--- src/rtl/filter_out_decimator.sv ---
// filter_out_decimator: accumulate-and-dump averager for the filter output stream.
// Each block of 2^d_lat accepted samples is summed, shifted down by d_lat and
// pushed into a small output FIFO drained through a valid/ready port.
// The block size is latched on the first sample of every block.
// Optional build macro: FILTER_DECIM_ROUND_EN selects round-half-up before the
// shift; when undefined the shift truncates toward minus infinity.
module filter_out_decimator #(
    parameter int DATA_WIDTH     = 14,
    parameter int FRAC_WIDTH     = 6,
    parameter int MAX_DECIM_LOG2 = 4,
    parameter int FIFO_DEPTH     = 4
) (
    input  logic                                  clk,
    input  logic                                  srst,
    input  logic [$clog2(MAX_DECIM_LOG2+1)-1:0]   decim_log2,
    input  logic                                  s_tvalid,
    input  logic [DATA_WIDTH-1:0]                 s_tdata,
    output logic                                  m_tvalid,
    input  logic                                  m_tready,
    output logic [DATA_WIDTH-1:0]                 m_tdata,
    output logic                                  overflow
);

    localparam int ACC_W = DATA_WIDTH + MAX_DECIM_LOG2;
    localparam int DL_W  = $clog2(MAX_DECIM_LOG2 + 1);
    localparam int CNT_W = (MAX_DECIM_LOG2 > 0) ? MAX_DECIM_LOG2 : 1;
    localparam int PTR_W = $clog2(FIFO_DEPTH);
    localparam int OCC_W = PTR_W + 1;

    localparam logic [DL_W-1:0]  MAX_DL    = DL_W'(MAX_DECIM_LOG2);
    localparam logic [OCC_W-1:0] OCC_FULL  = OCC_W'(FIFO_DEPTH);

    // The fixed-point format only travels with the data; reject nonsense values early.
    if (FRAC_WIDTH < 0 || FRAC_WIDTH > DATA_WIDTH) begin : g_bad_frac
        $error("filter_out_decimator: FRAC_WIDTH out of range");
    end
    if (FIFO_DEPTH < 2 || (FIFO_DEPTH & (FIFO_DEPTH - 1)) != 0) begin : g_bad_depth
        $error("filter_out_decimator: FIFO_DEPTH must be a power of two >= 2");
    end

    logic signed [ACC_W-1:0]      acc_q, acc_d;
    logic [CNT_W-1:0]             cnt_q, cnt_d;
    logic [DL_W-1:0]              d_lat_q, d_lat_d;
    logic [PTR_W-1:0]             wr_ptr_q, wr_ptr_d;
    logic [PTR_W-1:0]             rd_ptr_q, rd_ptr_d;
    logic [OCC_W-1:0]             occ_q, occ_d;
    logic                         overflow_q, overflow_d;
    logic [DATA_WIDTH-1:0]        mem_q [FIFO_DEPTH];

    logic [DL_W-1:0]              eff_dl;
    logic                         blk_last;
    logic signed [ACC_W-1:0]      sum;
    logic signed [ACC_W-1:0]      sum_rnd;
    logic [DATA_WIDTH-1:0]        result;
    logic                         push;
    logic                         pop;
    logic                         full;
    logic                         push_ok;

    // Block arithmetic: pick the factor, detect the block's last sample, form the mean.
    always_comb begin
        eff_dl = d_lat_q;
        if (cnt_q == '0) begin
            eff_dl = (decim_log2 > MAX_DL) ? MAX_DL : decim_log2;
        end
        blk_last = (cnt_q == CNT_W'((32'd1 << eff_dl) - 32'd1));
        sum      = acc_q + ACC_W'($signed(s_tdata));
`ifdef FILTER_DECIM_ROUND_EN
        // Half an LSB of the shifted result; zero when d_lat is 0 so pass-through is exact.
        sum_rnd  = sum + ACC_W'((32'd1 << eff_dl) >> 1);
`else
        sum_rnd  = sum;
`endif
        result   = DATA_WIDTH'(sum_rnd >>> eff_dl);
    end

    // Next state of the accumulator, sample counter and latched factor.
    always_comb begin
        acc_d   = acc_q;
        cnt_d   = cnt_q;
        d_lat_d = d_lat_q;
        push    = 1'b0;
        if (s_tvalid) begin
            d_lat_d = eff_dl;
            if (blk_last) begin
                acc_d = '0;
                cnt_d = '0;
                push  = 1'b1;
            end else begin
                acc_d = sum;
                cnt_d = cnt_q + CNT_W'(1);
            end
        end
    end

    // FIFO control: a full FIFO still accepts a push when the head leaves on the same edge.
    always_comb begin
        pop        = (occ_q != '0) && m_tready;
        full       = (occ_q == OCC_FULL);
        push_ok    = push && (!full || pop);
        overflow_d = overflow_q || (push && full && !pop);
        wr_ptr_d   = push_ok ? wr_ptr_q + PTR_W'(1) : wr_ptr_q;
        rd_ptr_d   = pop ? rd_ptr_q + PTR_W'(1) : rd_ptr_q;
        occ_d      = occ_q;
        if (push_ok && !pop) begin
            occ_d = occ_q + OCC_W'(1);
        end else if (!push_ok && pop) begin
            occ_d = occ_q - OCC_W'(1);
        end
    end

    // State registers with synchronous reset discarding any partial block and queued results.
    always_ff @(posedge clk) begin
        if (srst) begin
            acc_q      <= '0;
            cnt_q      <= '0;
            d_lat_q    <= '0;
            wr_ptr_q   <= '0;
            rd_ptr_q   <= '0;
            occ_q      <= '0;
            overflow_q <= 1'b0;
        end else begin
            acc_q      <= acc_d;
            cnt_q      <= cnt_d;
            d_lat_q    <= d_lat_d;
            wr_ptr_q   <= wr_ptr_d;
            rd_ptr_q   <= rd_ptr_d;
            occ_q      <= occ_d;
            overflow_q <= overflow_d;
        end
    end

    // FIFO storage; contents are never read while the occupancy is zero, so no reset.
    always_ff @(posedge clk) begin
        if (push_ok) begin
            mem_q[wr_ptr_q] <= result;
        end
    end

    // Output port: head of the FIFO, forced to zero while empty.
    always_comb begin
        m_tvalid = (occ_q != '0);
        m_tdata  = m_tvalid ? mem_q[rd_ptr_q] : '0;
        overflow = overflow_q;
    end

endmodule

--- config.mk ---
export PLATFORM = sky130hd
export DESIGN_NAME = filter_out_decimator
export DESIGN_NICKNAME = d
export VERILOG_FILES = /design/src/rtl/filter_out_decimator.sv
export SDC_FILE = /design/constraint.sdc
export NUM_CORES = 1
export LEC_CHECK = 0
export ABC_AREA = 1
export ABC_CLOCK_PERIOD_IN_PS = 11200
export CAP_MARGIN = 20
export CORE_ASPECT_RATIO = 0.7
export CORE_MARGIN = 8
export CORE_UTILIZATION = 40
export CTS_BUF_LIST = sky130_fd_sc_hd__clkbuf_4 sky130_fd_sc_hd__clkbuf_8
export DETAILED_ROUTE_END_ITERATION = 6
export HOLD_SLACK_MARGIN = 0.02
export SLEW_MARGIN = 20
export SYNTH_ARGS = -nofsm -noshare
export SYNTH_HDL_FRONTEND = slang
export SYNTH_SLANG_ARGS = --single-unit
--- constraint.sdc ---
create_clock -name clk -period 11.2 [get_ports clk]
set_input_delay 1.68 -clock clk [delete_from_list [all_inputs] [get_ports clk]]
set_output_delay 1.68 -clock clk [all_outputs]
set_load 0.02 [all_outputs]
Yosys cells after proc, flatten, opt, wreduce, memory -nomap -nowiden

Memories as Yosys holds them, arrays and structs flattened. A register that Yosys moved wholly into a read port is not among the register bits.
Index checks and enable logic that the tools add are counted.

Equal/unequal tests: 2
Shift operators: 2
Reduce and logical (&&, ||, !) cells: 14
Mux-type cells: 13
Add/subtract/negate cells: 7
Order comparisons: 1

Operators by type and width:

| cell                                                  | count |
|---|---|
| adder 18 x 14 -> 18 bit                               | 1 |
| two-way mux 18 bit                                    | 1 |
| >>> shifter 18 x 3 -> 14 bit                          | 1 |
| two-way mux 14 bit                                    | 1 |
| two-way mux 3 bit                                     | 4 |
| logical AND 1 bit                                     | 6 |
| adder 2 x 1 -> 2 bit (second input constant)          | 2 |
| adder 4 x 1 -> 4 bit (second input constant)          | 1 |
| == test 4 bit                                         | 1 |
| zero test 4 bit                                       | 1 |
| two-way mux 1 bit                                     | 4 |
| two-way mux 2 bit                                     | 2 |
| two-way mux 4 bit                                     | 1 |
| left shift 1 x 3 -> 4 bit (first input constant)      | 1 |
| subtractor 4 x 1 -> 4 bit (second input constant)     | 1 |
| adder 3 x 1 -> 3 bit (second input constant)          | 1 |
| == test 3 bit (second input constant)                 | 1 |
| greater-than comparator 3 bit (second input constant) | 1 |
| zero test 1 bit                                       | 3 |
| nonzero test 3 bit                                    | 1 |
| subtractor 3 x 1 -> 3 bit (second input constant)     | 1 |
| logical OR 1 bit                                      | 2 |
| nonzero test 2 bit                                    | 1 |

Flip-flop bits (word level): 33
Memories: 1
Bits in writable memories: 56

Memory list:

| memory | words | width | read ports | clocked after memory_dff | write ports | line | text |
|---|---|---|---|---|---|---|---|
| mem_q  | 4     | 14    | 1          | 1                        | 1           | 48   | `logic [DATA_WIDTH-1:0] mem_q [FIFO_DEPTH];` |

Depth between registers and ports, before layout

Depth in word-level cells: 13
Gate-level depth with buffers: 26

Worst setup path before layout

Ideal clock, no wire load.

Path type: input to register
Start: input decim_log2[2]
End: register occ_q[2]
Arrival time: 4480 ps
Stages on the path: 24
Path slack: 6598 ps
Data required time: 11078 ps
Buffers on the path: 2
Cell sequence: inv_1 nand4_1 nand2_2 buf_2 inv_1 buf_2 nand3_1 ha_1 nand2_1 o21ai_0 nor2_1 o21ai_0 inv_1 nand2_1 nor2_1 nand4_1 inv_1 ha_1 inv_1 fa_1 a21oi_1 o21ai_0 o21ai_0 a21oi_1

Cells in the longest elaborated chain, start to end: 12
Elaborated cells on any way between the ends: 14

Ends and longest elaborated chain:

| what                          | line | text |
|---|---|---|
| start: declaration            | 15   | `input logic [$clog2(MAX_DECIM_LOG2+1)-1:0] decim_log2,` |
| greater-than comparator 3 bit | 64   | `eff_dl = (decim_log2 > MAX_DL) ? MAX_DL : decim_log2;` |
| two-way mux 3 bit *           | 64   |  |
| two-way mux 3 bit *           | 63   | `if (cnt_q == '0) begin` |
| left shift 1 x 3 -> 4 bit *   | 66   | `blk_last = (cnt_q == CNT_W'((32'd1 << eff_dl) - 32'd1));` |
| subtractor 4 x 1 -> 4 bit *   | 66   |  |
| == test 4 bit *               | 66   |  |
| two-way mux 1 bit *           | 85   | `if (blk_last) begin` |
| two-way mux 1 bit *           | 83   | `if (s_tvalid) begin` |
| logical AND 1 bit *           | 100  | `push_ok = push && (!full \|\| pop);` |
| net push_ok                   | 58   | `logic push_ok;` |
| zero test 1 bit               | 107  | `end else if (!push_ok && pop) begin` |
| logical AND 1 bit             | 107  |  |
| nonzero test 2 bit (no line)  | -    |  |
| end signal: assignment        | 120  | `occ_q <= '0;` |
| end signal: assignment        | 128  | `occ_q <= occ_d;` |
| end: declaration              | 46   | `logic [OCC_W-1:0] occ_q, occ_d;` |

The timed path passes the listed nets; every way through them passes the cells marked *.
A chain may end at the register's enable or synchronous reset.

Final worst setup path

Ends and elaborated chain as after synthesis.

==> flow_metrics.tcl <==
set metrics [dict create \
    antenna_left 0 \
    ctsResizeCount 0 \
    clockRootBuffer "clkbuf_8" \
    yosysTopAreaCellShare_pct 30.4 \
    postSynthCellCount 733 \
    synthDistinctLibCells 34 \
    worst_pin_slew_ns 0.898 \
    fin_hold_ws_ns 0.459 \
    status "completed" \
    ff_latch_area_sq_um 2380 \
    utilization_pct 45.4 \
    layout_common_cells "nand2_1, inv_1, nor2_1, nand3_1, edfxtp_1" \
    core_sq_um 13700 \
    final_max_slew_viol_count 0 \
    layout_commonest_cell "nand2_1" \
    rows 36 \
    postCtsHoldBufs 0 \
    crit_buf_inv 6 \
    cts.sinks 91 \
    htree_num_levels 3 \
    synth_warnings 0 \
    post_drt_wl_per_cell_microns 14.1 \
    worstSetupStartpointType "input port" \
    die_w_microns 157 \
    power.density_nw_per_um2 193 \
    placed_cell_area_sq_um 6030 \
    fin_cells 953 \
    area_growth_pct 12.6 \
    place_inst 937 \
    finalNetCount 806 \
    rsz0062_at_grt "false" \
    synthFlopType "edfxtp_1" \
    dieHeight_microns 114 \
    vias 4772 \
    grt_max_degree 30 \
    fin_ws_ns 5.78 \
    drive_above_1_share_pct 7.21 \
    fmax_mhz 185 \
    grt_usage_pct 15.7 \
    ir_worst_vdd_mv 0.0999 \
    cp.required_ns 11.46 \
    ctsLongestPathBuffers 2 \
    p_total_mw 1.20 \
    yosys_register_bits 91 \
    async_flop_share_pct 0 \
    dp_slack_ns 5.45 \
    syn_area_sq_um 5540 \
    end_kind "flop" \
    portBuffers 36 \
    n_antenna_cell 0 \
    path_clk_slew_ns 0.09 \
    crit_family "buffers and inverters" \
    setup_viol 0 \
    critical-path-slowest-cell "inv_1" \
    synth_edf_count 56 \
    postLayoutCellArea_sq_um 6240 \
    fin_crit_sh_pct 48.4 \
    fill_cells 1384 \
    critPathKind "input port to flop" \
    wl_microns 13400 \
    dp_hpwl_microns 10200 \
    cts_tree "done" \
    syn_avg_cell_area_sq_um 7.56 \
    grt_first_pass_wirelength_microns 22500 \
    synthDominantAreaCellType "edfxtp_1" \
    viasPerCell 5.01 \
    min_path_type "flop to flop" \
    max_stage_delay_ns 0.47 \
    hold_viol_final 0 \
    drc_errors 0 \
    synth.area.top_cells "edfxtp_1, dfxtp_1, nand2_1, nand3_1, nor2_1" \
    drt_iter0_markers 360 \
    max_cap_violations 0 \
    tns_ns 0 \
    syn_nets 781 \
    first_pass_iters 5 \
    multi_input_area_sq_um 2730 \
    antenna_found_initial 0 \
    period_minus_slack_ns 5.42 \
    grt_pass1_vias 4546 \
    io_pins 37 \
    p_leak_nw 2.68 \
    clkLatencyLatePin_ns 0.37 \
    gp_congestion 0.907 \
    cts_buffers 9 \
    fin_skew_ns 0.00967 \
    start_util_pct 40.3 \
    dieArea_sq_um 17900 \
    relSlewSlack_pct 40.0 \
    arrival_ns 5.68 \
    worstPathMaxFanout 23 \
    cts_setup_buffers 0 \
    crit_top_cell "inv_1" \
    grt_overflow 0 \
    seq_area_frac_synth_pct 43.0 \
    path_cells "clkdlybuf4s50_1 -> inv_1 -> nand4_1 -> nand2_2 -> inv_1 -> nand3_1 -> ha_1 -> nand2_1 -> o21ai_0 -> nor2_1 -> o21ai_0 -> inv_1 -> nand2_1 -> nor2_1 -> nand4_1 -> inv_1 -> ha_1 -> inv_1 -> fa_1 -> a21oi_1 -> o21ai_0 -> o21ai_0 -> a21oi_1" \
]
-- registers in the layout, summed over array words and instances, names as in the netlist, named ones only --
signal / cells
overflow: 1
mem_q: 56
wr_ptr_q: 2
d_lat_q: 3
cnt_q: 4
acc_q: 18
rd_ptr_q: 2
occ_q: 3
-- report_power, final --
part	internal [mW]	switching, mW	leakage [nW]
clock network	0.108	0.124	0.0969
logic	0.193	0.359	1.79
registers	0.403	0.0157	0.792
-- per-layer routing --
metal	track usage (%)	up-vias	wire, microns
met5	0	-	0
met4	2.62	0	112
met3	3.77	12	700
met2	24.8	118	5930
met1	21.5	2185	6680
li1	-	2457	-
-- final timing paths --
| kind | endpoint | from | depth (start not counted) | slack, ns |
|---|---|---|---|---|
| worst max-delay path | occ_q[2] | decim_log2[2] | 23 | 5.78 |
| worst min register to register | overflow | overflow | 2 | 0.46 |
| worst max register to register | occ_q[2] | cnt_q[0] | 24 | 6.66 |
| worst min-delay path | overflow | overflow | 2 | 0.46 |
-- cell type report --
type / instances / share of cell area [%]
Sequential cell: 91 / 38.2
Inverter: 84 / 5.05
Multi-Input combinational cell: 534 / 43.8
Clock buffer: 10 / 2.11
Timing Repair Buffer: 38 / 5.94
Clock inverter: 6 / 1.14
Tap cell: 190 / 3.81
-- worst register-to-register path, cell delays in order (launching register included) --
cell and delay (ns):
dfxtp_1 0.49, inv_1 0.13, ha_1 0.28, nand2_2 0.12, nand2_2 0.12, nand2_2 0.38
inv_1 0.36, nand3_1 0.16, ha_1 0.26, nand2_1 0.07, o21ai_0 0.07, nor2_1 0.07
o21ai_0 0.07, inv_1 0.10, nand2_1 0.06, nor2_1 0.09, nand4_1 0.31, inv_1 0.15
ha_1 0.15, inv_1 0.07, fa_1 0.38, a21oi_1 0.14, o21ai_0 0.12, o21ai_0 0.20
a21oi_1 0.06
-- logic make-up after synthesis --
| family | Yosys count | synth area share, % |
|---|---|---|
| xor+xnor | 10 | 1.58 |
| buf+inv | 108 | 7.88 |
| simple gates | 390 | 30.8 |
| flops | 91 | 43.0 |
| fa+ha+maj | 27 | 6.37 |
| compound gates | 107 | 10.4 |
-- cells in the mapped netlist (all sizes together) (5+ instances only) --
cell / count
buf: 8
inv: 84
xor2: 6
nor2: 90
dfxtp: 35
nand2: 201
nand3: 78
ha: 25
o21ai: 44
nand4: 11
edfxtp: 56
a21oi: 58
nor3: 5
clkbuf: 16
No activity file was read; power rests on OpenSTA's default activity.
